`config.mk`:
```
export PLATFORM = sky130hd
export DESIGN_NAME = seq_multiplier_4_flat
export DESIGN_NICKNAME = d
export VERILOG_FILES = /design/src/rtl/seq_multiplier_4_if.sv /design/src/rtl/seq_multiplier_4.sv /design/src/flat_wrapper.sv
export SDC_FILE = /design/constraint.sdc
export NUM_CORES = 1
export LEC_CHECK = 0
export CAP_MARGIN = 40
export CORE_MARGIN = 5
export CORE_UTILIZATION = 36
export CTS_CLUSTER_DIAMETER = 80
export DETAILED_ROUTE_END_ITERATION = 10
export SLEW_MARGIN = 40
export SYNTH_ARGS = -nofsm -noshare
export SYNTH_HDL_FRONTEND = slang
export SYNTH_HIERARCHICAL = 1
export SYNTH_SLANG_ARGS = --single-unit
```
`constraint.sdc`:
```
create_clock -name clk -period 2.92 [get_ports clk]
set_input_delay 0.292 -clock clk [delete_from_list [all_inputs] [get_ports clk]]
set_output_delay 0.292 -clock clk [all_outputs]
set_load 0.02 [all_outputs]
```
`src/rtl/seq_multiplier_4_if.sv`:
```
// Start/done handshake bundle for the 4x4 sequential multiplier.
// The master drives the request and operands; the slave returns status and the product.
interface seq_multiplier_4_if;
  logic       start;
  logic [3:0] A;
  logic [3:0] B;
  logic       busy;
  logic       done;
  logic [7:0] product;

  modport master (output start, output A, output B, input busy, input done, input product);
  modport slave  (input start, input A, input B, output busy, output done, output product);
endinterface

```
`src/rtl/seq_multiplier_4.sv`:
```
// 4x4 unsigned shift-and-add multiplier built around the 4-bit ripple adder.
// It runs one add/shift step per clock for four clocks and then pulses done for one cycle.
module full_adder (
  input  logic [3:0] A,
  input  logic [3:0] B,
  input  logic       cin,
  output logic [3:0] sum,
  output logic       co
);
  // ripple carry chain
  always_comb begin
    logic carry_v;
    carry_v = cin;
    sum     = 4'd0;
    for (int i = 0; i < 4; i++) begin
      sum[i]  = A[i] ^ B[i] ^ carry_v;
      carry_v = (A[i] & B[i]) | (carry_v & (A[i] ^ B[i]));
    end
    co = carry_v;
  end
endmodule

module seq_multiplier_4 #(
  parameter int N = 4
) (
  input  logic               clk,
  input  logic               rst,
  seq_multiplier_4_if.slave  bus
);
  if (N != 4) begin : g_bad_width
    $error("seq_multiplier_4: only N=4 is supported (tied to the 4-bit adder)");
  end

  typedef enum logic [1:0] {
    IDLE = 2'd0,
    CALC = 2'd1,
    DONE = 2'd2
  } state_t;

  state_t     state_r, state_s;
  logic [3:0] m_r, q_r, acc_r;
  logic [1:0] cnt_r;
  logic       busy_r, done_r, busy_s, done_s;
  logic [7:0] product_r;
  logic [3:0] sum_s;
  logic       co_s;
  logic [7:0] shift_s;

  full_adder u_adder (
    .A   (acc_r),
    .B   (m_r),
    .cin (1'b0),
    .sum (sum_s),
    .co  (co_s)
  );

  // Carry is folded into the shifted value, so 15*15 never loses a bit.
  assign shift_s = q_r[0] ? {co_s, sum_s, q_r[3:1]} : {1'b0, acc_r, q_r[3:1]};

  // state register
  always_ff @(posedge clk) begin
    if (rst) state_r <= IDLE;
    else     state_r <= state_s;
  end

  // next-state decode
  always_comb begin
    state_s = state_r;
    case (state_r)
      IDLE:    if (bus.start) state_s = CALC; else state_s = IDLE;
      CALC:    if (cnt_r == 2'd3) state_s = DONE; else state_s = CALC;
      DONE:    state_s = IDLE;
      default: state_s = IDLE;
    endcase
  end

  // output decode from the upcoming state, registered below
  always_comb begin
    busy_s = 1'b0;
    done_s = 1'b0;
    case (state_s)
      CALC:    busy_s = 1'b1;
      DONE:    done_s = 1'b1;
      default: begin
        busy_s = 1'b0;
        done_s = 1'b0;
      end
    endcase
  end

  // datapath and registered outputs
  always_ff @(posedge clk) begin
    if (rst) begin
      m_r       <= 4'd0;
      q_r       <= 4'd0;
      acc_r     <= 4'd0;
      cnt_r     <= 2'd0;
      busy_r    <= 1'b0;
      done_r    <= 1'b0;
      product_r <= 8'd0;
    end else begin
      busy_r <= busy_s;
      done_r <= done_s;
      case (state_r)
        IDLE: begin
          if (bus.start) begin
            m_r   <= bus.A;
            q_r   <= bus.B;
            acc_r <= 4'd0;
            cnt_r <= 2'd0;
          end
        end
        CALC: begin
          acc_r <= shift_s[7:4];
          q_r   <= shift_s[3:0];
          cnt_r <= cnt_r + 2'd1;
          if (cnt_r == 2'd3) product_r <= shift_s;
        end
        default: ;
      endcase
    end
  end

  assign bus.busy    = busy_r;
  assign bus.done    = done_r;
  assign bus.product = product_r;
endmodule

```
`src/flat_wrapper.sv`:
```
// flat-port wrapper written by rule: the top's interface ports become plain ports
module seq_multiplier_4_flat 
#(
  parameter int N = 4
)
  (clk, rst, bus_start, bus_A, bus_B, bus_busy, bus_done, bus_product);
  seq_multiplier_4_if bus_i ();
  input  logic clk;
  input  logic rst;
  input wire logic [$bits(bus_i.start)-1:0] bus_start;
  input wire logic [$bits(bus_i.A)-1:0] bus_A;
  input wire logic [$bits(bus_i.B)-1:0] bus_B;
  output wire logic [$bits(bus_i.busy)-1:0] bus_busy;
  output wire logic [$bits(bus_i.done)-1:0] bus_done;
  output wire logic [$bits(bus_i.product)-1:0] bus_product;
  assign bus_i.start = bus_start;
  assign bus_i.A = bus_A;
  assign bus_i.B = bus_B;
  assign bus_busy = bus_i.busy;
  assign bus_done = bus_i.done;
  assign bus_product = bus_i.product;
  seq_multiplier_4 #(.N(N)) u_core (.clk(clk), .rst(rst), .bus(bus_i));
endmodule
```
==> metrics.md <==
| Metric | Value |
|---|---|
| Status | `complete, no violations` |
| First-pass GRT wire length | `3.96 mm` |
| IO Port Bufs | `20` |
| Core area | `~0.0031 mm²` |
| Latest clock arrival within the worst-skew pair | `about 0.31 ns` |
| Synth cell types | `30` |
| Synth Net Count | `140` |
| Register bit count reported by yosys | `26` |
| Vias in the first global route | `about 850` |
| Setup total negative slack | `0 ns` |
| Number of I/O pins | `21` |
| Crit-path max cell delay | `0.48 ns` |
| Max Slew Vio Count | `0` |
| DP Wirelength | `about 1.6 mm` |
| Final setup fails | `0` |
| DRT Pass-1 Iters | `4` |
| Tmin final | `roughly 2.4 ns` |
| All-Layer GR Usage | `0.121` |
| Largest net degree at the start of global routing | `15` |
| Placed cell count | `182` |
| Cells along the critical path | `fa_1 > inv_1 > fa_1 > inv_1 > fa_1 > inv_1 > fa_1 > inv_1 > mux2_2 > a22oi_1 > nor2_1` |
| R2r endpoint | `u_core/acc_r[2]` |
| Crit path capture | `u_core/acc_r[2]` |
| Post-Syn Area | `0.00114 mm²` |
| DIE AREA | `0.00440 mm²` |
| Worst vdd ir | `approximately 0.00023 V` |
| Cts repair resizes | `0` |
| Nets | `159` |
| Die Y | `approximately 66 µm` |
| Worst R2R Start | `u_core/acc_r[0]` |
| Worst Reg-to-Reg Cells | `11` |
| Warnings, synthesis | `6` |
| Kind of end point of the critical path | `flop` |
| Routed len/inst | `12.1 µm` |
| Hold Fails Final Rpt | `0` |
| Avg Vias per Cell | `4.69` |
| PwrDens | `435 mW/mm²` |
| Layout cells sized above 1 | `0.0851` |
| Post-CTS setup buffers | `0` |
| Core Util, Final | `0.454` |
| CP Data Arrival Time | `~2.6 ns` |
| Bufs on Longest Clock Path | `2` |
| Worst setup SP type | `flop` |
| Routed wire length | `approximately 2.2 mm` |
| H-tree depth | `1` |
| Die width | `66.3 µm` |
| CP Class | `flop to flop` |
| Critical Path RT | `3.14 ns` |
| Post-CTS Hold Fix Bufs | `0` |
| Max_cap viols | `0` |
| Mapped Cells | `124` |
| Worst Clk Skew | `~0.0044 ns` |
| CTS buffer count | `3` |
| DR iter-0 viols | `between 50 and 60` |
| Final Power | `approximately 0.60 mW` |
| Effective utilization at floorplan | `0.374` |
| CTS clk-pin slew, worst paths | `between 0.1 and 0.15 ns` |
| Post-route insts no fill | `approximately 190` |
| Vias | `868` |
| R2R Setup Slk | `approximately 0.54 ns` |
| Syn_area_per_cell | `9.20 µm²` |
| Leakage power | `roughly 0.53 nW` |
| Critical Path Fanout Max | `3` |
| Fmax | `421 MHz` |
| Crit. Startpoint | `u_core/acc_r[0]` |
| CTS root buffer | `clkbuf_4` |
| Antenna violations before repair | `0` |
| FP Rows | `20` |
| Post-synthesis sequential area ratio | `0.456` |
| Final worst path period share | `0.814` |
| Routed Antenna Nets | `0` |
| CTS tree | `built` |
| GP Congestion | `0.796` |
| DR DRC count | `0` |
| RSZ-0062 raised after global routing | `false` |
| Grt total ovfl | `0` |
| Slowest library cell on the worst path | `fa_1` |
| Ant diodes | `0` |
| Hold Path Class | `flop to flop` |
| Clk sink count | `26` |
| Area delta synth->final | `21.5%` |
==> state kept, by name (all words and copies together) (netlist names) <==
| name | count |
|---|---|
| u_core/bus.product | 8 |
| u_core/acc_r | 4 |
| u_core/m_r | 4 |
| u_core/q_r | 4 |
| u_core/cnt_r | 2 |
| u_core/state_r | 2 |
| u_core/bus.busy | 1 |
| u_core/bus.done | 1 |
==> where the power goes <==
group | switching [mW] | internal (mW) | total (mW) | leakage [nW]
clock network | 0.0980 | 0.0482 | 0.146 | 0.0138
registers | 0.0127 | 0.368 | 0.381 | 0.212
logic | 0.0380 | 0.0378 | 0.0758 | 0.309
==> metrics by stage <==
stage | cell area [µm²] | hold slack, ns | worst slack [ns]
floorplan | 1140 | 0.433 | 0.658
global placement | 1360 | 0.444 | 0.625
detailed placement | 1360 | 0.449 | 0.547
CTS | 1390 | 0.468 | 0.532
global route | 1390 | 0.499 | 0.418
finish | 1390 | 0.462 | 0.544
==> cell type report <==
class / instances / area, µm²
inverters: 11 / 41.3
well taps: 44 / 55.1
clock buffers: 3 / 22.5
repair buffers: 21 / 208
fillers: 329 / 1670
flip-flops and latches: 26 / 520
multi-input cells: 80 / 539
==> critical path, delay by kind of cell, from the launching register on <==
kind,cells,cell delay [ns]
buffers and inverters,4,0.20
muxes,1,0.27
DFF,1,0.40
and+or+nand+nor,1,0.05
AOI/OAI and AO/OA,1,0.19
adders and majority gates,4,1.17
==> per-layer routing <==
layer | global-route usage | wire (µm)
met1 | 0.146 | 980
met2 | 0.198 | 1110
met3 | 0.0340 | 131
met4 | 0.0533 | 19
met5 | 0 | 0
==> placed cells by master (no fill, tap or decap) <==
cell type	count
dfxtp_1	26
nand3_1	1
nor3b_4	1
nor2_1	24
inv_1	11
nor2b_2	1
a211oi_1	4
o21ba_2	1
nand3b_1	1
o21ai_1	1
clkdlybuf4s50_1	20
and3b_1	1
mux2i_1	5
conb_1	1
nand2_1	10
mux2_2	3
clkbuf_4	3
a21oi_1	8
nand2b_1	1
a22oi_1	5
buf_4	1
a211oi_2	1
or3_1	1
o21bai_2	1
ha_1	1
a32oi_1	1
nor3_1	3
fa_1	4
==> worst min path at each step <==
stage / start / end / slack, ns / cells after the start
after floorplan: bus_B[0] / u_core/q_r[0] / 0.43 / 2
after global routing: u_core/bus.product[1] / u_core/bus.product[1] / 0.50 / 2
after detailed placement: u_core/bus.product[1] / u_core/bus.product[1] / 0.45 / 2
final: u_core/bus.product[1] / u_core/bus.product[1] / 0.46 / 2
after CTS: u_core/bus.product[2] / u_core/bus.product[2] / 0.47 / 2
after global placement: u_core/bus.product[1] / u_core/bus.product[1] / 0.44 / 2
==> cell usage after synthesis <==
| cell type | n | area [µm²] |
|---|---|---|
| nand3b_1 | 1 | 7.51 |
| a32oi_1 | 1 | 8.76 |
| o21ba_2 | 1 | 10.0 |
| buf_2 | 2 | 10.0 |
| dfxtp_1 | 26 | 521 |
| buf_1 | 2 | 7.51 |
| nor2_1 | 24 | 90.1 |
| o21ai_1 | 1 | 5.00 |
| buf_6 | 1 | 11.3 |
| buf_4 | 1 | 7.51 |
| nand2b_1 | 1 | 6.26 |
| nand3_1 | 1 | 5.00 |
| and3b_1 | 1 | 8.76 |
| fa_1 | 4 | 80.1 |
| mux2_2 | 3 | 33.8 |
| mux2i_1 | 5 | 50.1 |
| a21oi_1 | 8 | 40.0 |
| or3_1 | 1 | 6.26 |
| inv_1 | 11 | 41.3 |
| a22oi_1 | 5 | 37.5 |
| clkbuf_1 | 1 | 3.75 |
| ha_1 | 1 | 12.5 |
| nor2b_2 | 1 | 8.76 |
| conb_1 | 1 | 3.75 |
| o21bai_2 | 1 | 11.3 |
| nand2_1 | 10 | 37.5 |
| a211oi_2 | 1 | 12.5 |
| nor3b_4 | 1 | 18.8 |
| nor3_1 | 3 | 15.0 |
| a211oi_1 | 4 | 30.0 |
==> cell families after synthesis <==
| logic type | count (synthesis) | synth area share |
|---|---|---|
| other | 1 | 0.00329 |
| AO/OA/AOI/OAI | 22 | 0.136 |
| buffers and inverters | 18 | 0.0713 |
| adder cells (fa/ha/maj) | 5 | 0.0811 |
| flip-flops | 26 | 0.456 |
| AND/OR/NAND/NOR | 44 | 0.179 |
| multiplexers | 8 | 0.0735 |
Power figures use the tool's default switching activity.
